===== src/rtl/barrel_shifter_pipe.sv =====
`timescale 1ns/1ps
// barrel_shifter_pipe
// Pipelined barrel shifter with one registered stage per shift-amount bit.
// Stage i shifts by 2^i when its sh_amt bit is set, so a full shift of
// 0..WIDTH-1 positions takes SHW = log2(WIDTH) cycles. Each stage carries
// its valid bit, data, the sh_amt bits not yet consumed, the mode, the
// original sign bit and a running carry. The whole pipe stalls as one unit
// when the last stage holds a result that the consumer is not taking.
//
// Ports:
//   clk        single clock, rising edge
//   rst        synchronous active-high reset
//   in_valid   din / sh_amt / mode are valid
//   in_ready   a beat is accepted this cycle (pipe is advancing)
//   din        operand, WIDTH bits
//   sh_amt     shift distance 0..WIDTH-1, SHW bits
//   mode       00 LSL, 01 LSR, 10 ASR, 11 ROR
//   out_valid  dout / carry / zero are valid
//   out_ready  consumer takes the result
//   dout       shifted result
//   carry      last bit shifted or rotated out (0 when sh_amt = 0)
//   zero       dout == 0
module barrel_shifter_pipe #(
  parameter int WIDTH = 8,
  localparam int SHW = $clog2(WIDTH)
) (
  input  logic             clk,
  input  logic             rst,
  input  logic             in_valid,
  output logic             in_ready,
  input  logic [WIDTH-1:0] din,
  input  logic [SHW-1:0]   sh_amt,
  input  logic [1:0]       mode,
  output logic             out_valid,
  input  logic             out_ready,
  output logic [WIDTH-1:0] dout,
  output logic             carry,
  output logic             zero
);

  typedef enum logic [1:0] {
    MODE_LSL = 2'b00,
    MODE_LSR = 2'b01,
    MODE_ASR = 2'b10,
    MODE_ROR = 2'b11
  } shiftMode_e;

  logic [SHW-1:0]   stageValid_q;
  logic [SHW-1:0]   stageValid_d;
  logic [SHW-1:0]   stageCarry_q;
  logic [SHW-1:0]   stageCarry_d;
  logic [WIDTH-1:0] stageData_q [SHW];
  logic [WIDTH-1:0] stageData_d [SHW];
  logic [SHW-1:0]   stageAmt_q  [SHW];
  logic [SHW-1:0]   stageAmt_d  [SHW];
  shiftMode_e       stageMode_q [SHW];
  shiftMode_e       stageMode_d [SHW];
  logic             stageSign_q [SHW];
  logic             stageSign_d [SHW];
  logic             advance;

  // Shift one word by a fixed power-of-two distance k and report the last
  // bit that left the word. For right shifts and rotates that is bit k-1 of
  // the input (for ROR it lands in the new MSB); for LSL it is bit WIDTH-k.
  // ASR fills from the original sign, not from the current MSB, so the sign
  // survives even if an earlier stage were to disturb the top bit.
  function automatic logic [WIDTH:0] shiftStage(
    input logic [WIDTH-1:0] data,
    input shiftMode_e       op,
    input logic             sign,
    input int               k
  );
    logic [WIDTH-1:0] res;
    logic [WIDTH-1:0] fillMask;
    logic [WIDTH-1:0] lowOut;
    logic [WIDTH-1:0] highOut;
    logic             carryOut;
    fillMask = ~({WIDTH{1'b1}} >> k);
    lowOut   = data >> (k - 1);
    highOut  = data >> (WIDTH - k);
    res      = data;
    case (op)
      MODE_LSL: res = data << k;
      MODE_LSR: res = data >> k;
      MODE_ASR: res = (data >> k) | (sign ? fillMask : '0);
      MODE_ROR: res = (data >> k) | (data << (WIDTH - k));
      default:  res = data;
    endcase
    carryOut = (op == MODE_LSL) ? highOut[0] : lowOut[0];
    return {carryOut, res};
  endfunction

  // The stall is global: the pipe moves only when the last stage is empty
  // or its result is being taken, and only then can a new beat enter.
  always_comb begin
    out_valid = stageValid_q[SHW-1];
    advance   = !out_valid || out_ready;
    in_ready  = advance;
    dout      = stageData_q[SHW-1];
    carry     = stageCarry_q[SHW-1];
    zero      = (stageData_q[SHW-1] == '0);
  end

  // Next-state for every stage. Stage 0 draws from the input ports with a
  // zero incoming carry; stage s draws from stage s-1. A stage whose sh_amt
  // bit is clear passes data and carry through untouched. The consumed amt
  // bit is cleared so each register holds only the bits still to be used.
  always_comb begin
    logic             srcValid;
    logic [WIDTH-1:0] srcData;
    logic             srcCarry;
    logic [SHW-1:0]   srcAmt;
    shiftMode_e       srcMode;
    logic             srcSign;
    logic [WIDTH:0]   shifted;
    stageValid_d = stageValid_q;
    stageCarry_d = stageCarry_q;
    stageData_d  = stageData_q;
    stageAmt_d   = stageAmt_q;
    stageMode_d  = stageMode_q;
    stageSign_d  = stageSign_q;
    srcValid     = 1'b0;
    srcData      = '0;
    srcCarry     = 1'b0;
    srcAmt       = '0;
    srcMode      = MODE_LSL;
    srcSign      = 1'b0;
    shifted      = '0;
    for (int s = 0; s < SHW; s++) begin
      if (s == 0) begin
        srcValid = in_valid;
        srcData  = din;
        srcCarry = 1'b0;
        srcAmt   = sh_amt;
        srcMode  = shiftMode_e'(mode);
        srcSign  = din[WIDTH-1];
      end else begin
        srcValid = stageValid_q[s-1];
        srcData  = stageData_q[s-1];
        srcCarry = stageCarry_q[s-1];
        srcAmt   = stageAmt_q[s-1];
        srcMode  = stageMode_q[s-1];
        srcSign  = stageSign_q[s-1];
      end
      shifted = shiftStage(srcData, srcMode, srcSign, 1 << s);
      stageValid_d[s] = srcValid;
      if (srcAmt[s]) begin
        stageData_d[s]  = shifted[WIDTH-1:0];
        stageCarry_d[s] = shifted[WIDTH];
      end else begin
        stageData_d[s]  = srcData;
        stageCarry_d[s] = srcCarry;
      end
      stageAmt_d[s]  = srcAmt & ~(SHW'(1) << s);
      stageMode_d[s] = srcMode;
      stageSign_d[s] = srcSign;
    end
  end

  // Stage registers. Reset wins over everything, including a beat presented
  // on the reset edge, and wipes all in-flight beats. Otherwise every stage
  // moves together on advance and holds together on a stall, which keeps the
  // presented result stable and preserves order.
  always_ff @(posedge clk) begin
    if (rst) begin
      stageValid_q <= '0;
      stageCarry_q <= '0;
      for (int s = 0; s < SHW; s++) begin
        stageData_q[s] <= '0;
        stageAmt_q[s]  <= '0;
        stageMode_q[s] <= MODE_LSL;
        stageSign_q[s] <= 1'b0;
      end
    end else if (advance) begin
      stageValid_q <= stageValid_d;
      stageCarry_q <= stageCarry_d;
      stageData_q  <= stageData_d;
      stageAmt_q   <= stageAmt_d;
      stageMode_q  <= stageMode_d;
      stageSign_q  <= stageSign_d;
    end
  end

endmodule


===== config.mk =====
export PLATFORM = sky130hd
export DESIGN_NAME = barrel_shifter_pipe
export DESIGN_NICKNAME = d
export VERILOG_FILES = /design/src/rtl/barrel_shifter_pipe.sv
export SDC_FILE = /design/constraint.sdc
export NUM_CORES = 1
export LEC_CHECK = 0
export CORE_MARGIN = 5
export CORE_UTILIZATION = 45
export DETAILED_ROUTE_END_ITERATION = 6
export GPL_ROUTABILITY_DRIVEN = 0
export GPL_TIMING_DRIVEN = 1
export HOLD_SLACK_MARGIN = 0.06
export PLACE_DENSITY = 0.69
export SYNTH_ARGS = -nofsm -noshare
export SYNTH_HDL_FRONTEND = slang
export SYNTH_SLANG_ARGS = --single-unit

===== constraint.sdc =====
create_clock -name clk -period 4.2 [get_ports clk]
set_clock_uncertainty 0.2 [all_clocks]
set_input_delay 0.63 -clock clk [delete_from_list [all_inputs] [get_ports clk]]
set_output_delay 0.63 -clock clk [all_outputs]
set_load 0.05 [all_outputs]

==> flow_summary.yaml <==
clock_tree:
  numCtsBuffers: 5
  root_buffer: "clkbuf_8"
  cts_buffer_depth: 2
  clock-sinks: 39
  cts_setup_buffers: 0
  cts.clk_slew.worst_paths_ps: 70
  ctsResizeCount: 0
  clock_latency_ps: 290
  cts_tree: "done"
  htreeDepth: 2
  postCtsHoldBufs: 0
worst_hold_path:
  hold_path_class: "reg -> reg"
critical_path:
  slowest_delay_ps: 800
  start_kind: "flip-flop"
  crit_type: "reg -> out"
  critPathArrivalTime_ps: 2060
  critPathTopFamily: "buffers and inverters"
  cp_num_buf_inv: 1
  worstPathCellList: "or4_1 -> nor2_1 -> clkdlybuf4s50_1"
  required_ps: 3370
  endpoint_kind: "output pin"
  crit_fanout: 3
  slowest_stage: "clkdlybuf4s50_1"
synth:
  async_flop_share_pct: 0
  synth-edff-count: 0
  syn-mean-instance-area_um2: 7.91
  ys_seq_elements: 39
  synth.area.top_cells: "dfxtp_1 (38%), nand2_1 (5.4%), a32o_1 (5.3%)"
  netlist_area_um2: 2070
  synth_flop_cell: "dfxtp_1"
  synth_common_cells: "dfxtp_1 (39), nand2_1 (30), nor2_1 (24)"
  syn_nets: 279
  synth_top_area_share_pct: 37.7
  synth.most_common_cell: "dfxtp_1"
  ys_seq_area_share_pct: 37.7
  yosysWarnings: 0
  syn_inst: 262
  synth_top_area_cell: "dfxtp_1"
  synth_cell_type_count: 30
global_routing:
  grt_pass1_wl_mm: 7.58
  grt-ovfl-total: 0
  grtUsageTotal_pct: 15.1
  antenna_found_initial: 0
  grt_max_degree: 50
  grt_pass1_vias: 1676
route:
  drt.antenna.violating_nets: 0
  drtIter0Drc: 95
  drcViolationCount: 0
  drt_wl_total_mm: 4.54
  drt_pass1_iterations: 4
  dr_total_vias: 1859
  wl_per_cell_um: 14.4
  vias_per_cell: 5.88
run:
  drv_cap: 0
outcome:
  status: "finished clean"
floorplanning:
  dieArea_um2: 6060
  die_width_um: 77.9
  rows: 24
  io_pins: 29
  start_util_pct: 47.0
  coreArea_um2: 4410
  die_height_um: 77.9
finish:
  nFillCells: 447
  finalNetCount: 281
  antenna_cells: 0
  multi_input_area_um2: 1080
  final-seq-area_um2: 781
  fin_area_um2: 2350
  area_delta_synth_final_pct: 13.6
  drive_gt1_share_pct: 4.92
sta:
  post-route-period-util_pct: 68.7
  fmax_mhz: 347
  fin_tns_setup_ps: 0
  worst_pin_slew_ps: 638
  hold_viol_final: 0
  setup_violations: 0
  min_period_ps: 2890
  slew_viol_final: 0
  rsz0062_at_grt: "false"
  slew-limit-headroom_pct: 57.4
power:
  pwr-share-clk_pct: 30.7
  swShare_pct: 29.0
  p_leak_nw: 0.832
  switchingPower_mw: 0.242
  p_int_mw: 0.592
  seqPwrFrac_pct: 51.0
  power_frac_comb_pct: 18.3
  power_density_nw_per_um2: 354
  peakVddDrop_v: 0.000178
  finalPower_mw: 0.833
placed_design:
  port_buffers: 28
  place_area_um2: 2270
  hpwl_mm: 3.01
==> cell type report <==
class	instances	area share, %
well taps	52	2.76
clock buffers	6	3.51
inverters	10	1.59
multi-input cells	177	45.9
repair buffers	31	12.9
clock inverters	1	0.213
flip-flops and latches	39	33.2
==> cells in the final DEF (no fill, tap or decap), types with 5 or more instances in the layout <==
master,n
inv_1,8
o211ai_1,13
dfxtp_1,39
nor3_1,15
nor2_1,24
mux2i_1,7
a32o_1,11
o21ai_0,10
a311oi_1,6
clkbuf_8,6
a21oi_1,16
nand3_1,7
o21ai_1,5
clkdlybuf4s50_1,28
nand2_1,30
==> stage by stage <==
stage / worst slack [ps] / utilization, % / std cells / hold WS (ps)
final: 1310 / 53.3 / 316 / 253
after global routing: 1190 / 53.3 / 316 / 271
after CTS: 1290 / 53.3 / 316 / 256
after detailed placement: 1340 / 51.4 / 309 / 244
after global placement: 1350 / 51.4 / 309 / 240
after floorplan: 1900 / - / 262 / 232
==> power by group through the flow <==
stage / Sequential (mW) / Clock (mW) / Combinational (mW)
after floorplan: 0.419 / 0 / 0.122
after global placement: 0.433 / 0 / 0.152
after detailed placement: 0.434 / 0 / 0.154
after CTS: 0.425 / 0.262 / 0.154
after global routing: 0.429 / 0.280 / 0.168
final: 0.425 / 0.256 / 0.153
==> tightest hold or removal path, delay by kind of cell (launching register included) <==
kind | cells | cell delay [ps]
compound gates | 1 | 50
flops | 1 | 310
simple gates | 1 | 50
==> state kept, by name, indices dropped and copies added (netlist names) <==
register      cells
stageAmt_q        2
dout              8
stageValid_q      3
stageSign_d       2
stageCarry_q      3
stageAmt_d        1
stageMode_d       4
stageData_q      16
==> per-layer routing <==
metal	global-route usage, %	vias to the layer above	routed length, um
li1	-	945	-
met1	18.6	871	2120
met2	25.5	36	2140
met3	3.70	7	212
met4	5.50	0	66
met5	0	-	0
==> path summary, 6_finish.rpt <==
kind	start	slack, ps	cells past startpoint	to
min reg2reg	stageCarry_q[0]$_SDFFE_PP0P_	250	2	stageCarry_q[0]$_SDFFE_PP0P_
min	stageCarry_q[0]$_SDFFE_PP0P_	250	2	stageCarry_q[0]$_SDFFE_PP0P_
max	dout[4]$_SDFFE_PP0P_	1310	3	zero
max reg2reg	stageMode_d[3]$_SDFFE_PP0P_	2580	3	stageData_q[15]$_SDFFE_PP0P_
==> kinds of logic (layout without fill, tap and decap cells) <==
kind of cell | after synthesis | in the layout | share of synthesized area [%]
muxes | 7 | 7 | 3.38
DFF | 39 | 39 | 37.7
AOI/OAI and AO/OA | 79 | 79 | 28.1
buffers and inverters | 46 | 48 | 10.6
and+or+nand+nor | 91 | 91 | 20.3
Power figures use the tool's default switching activity.
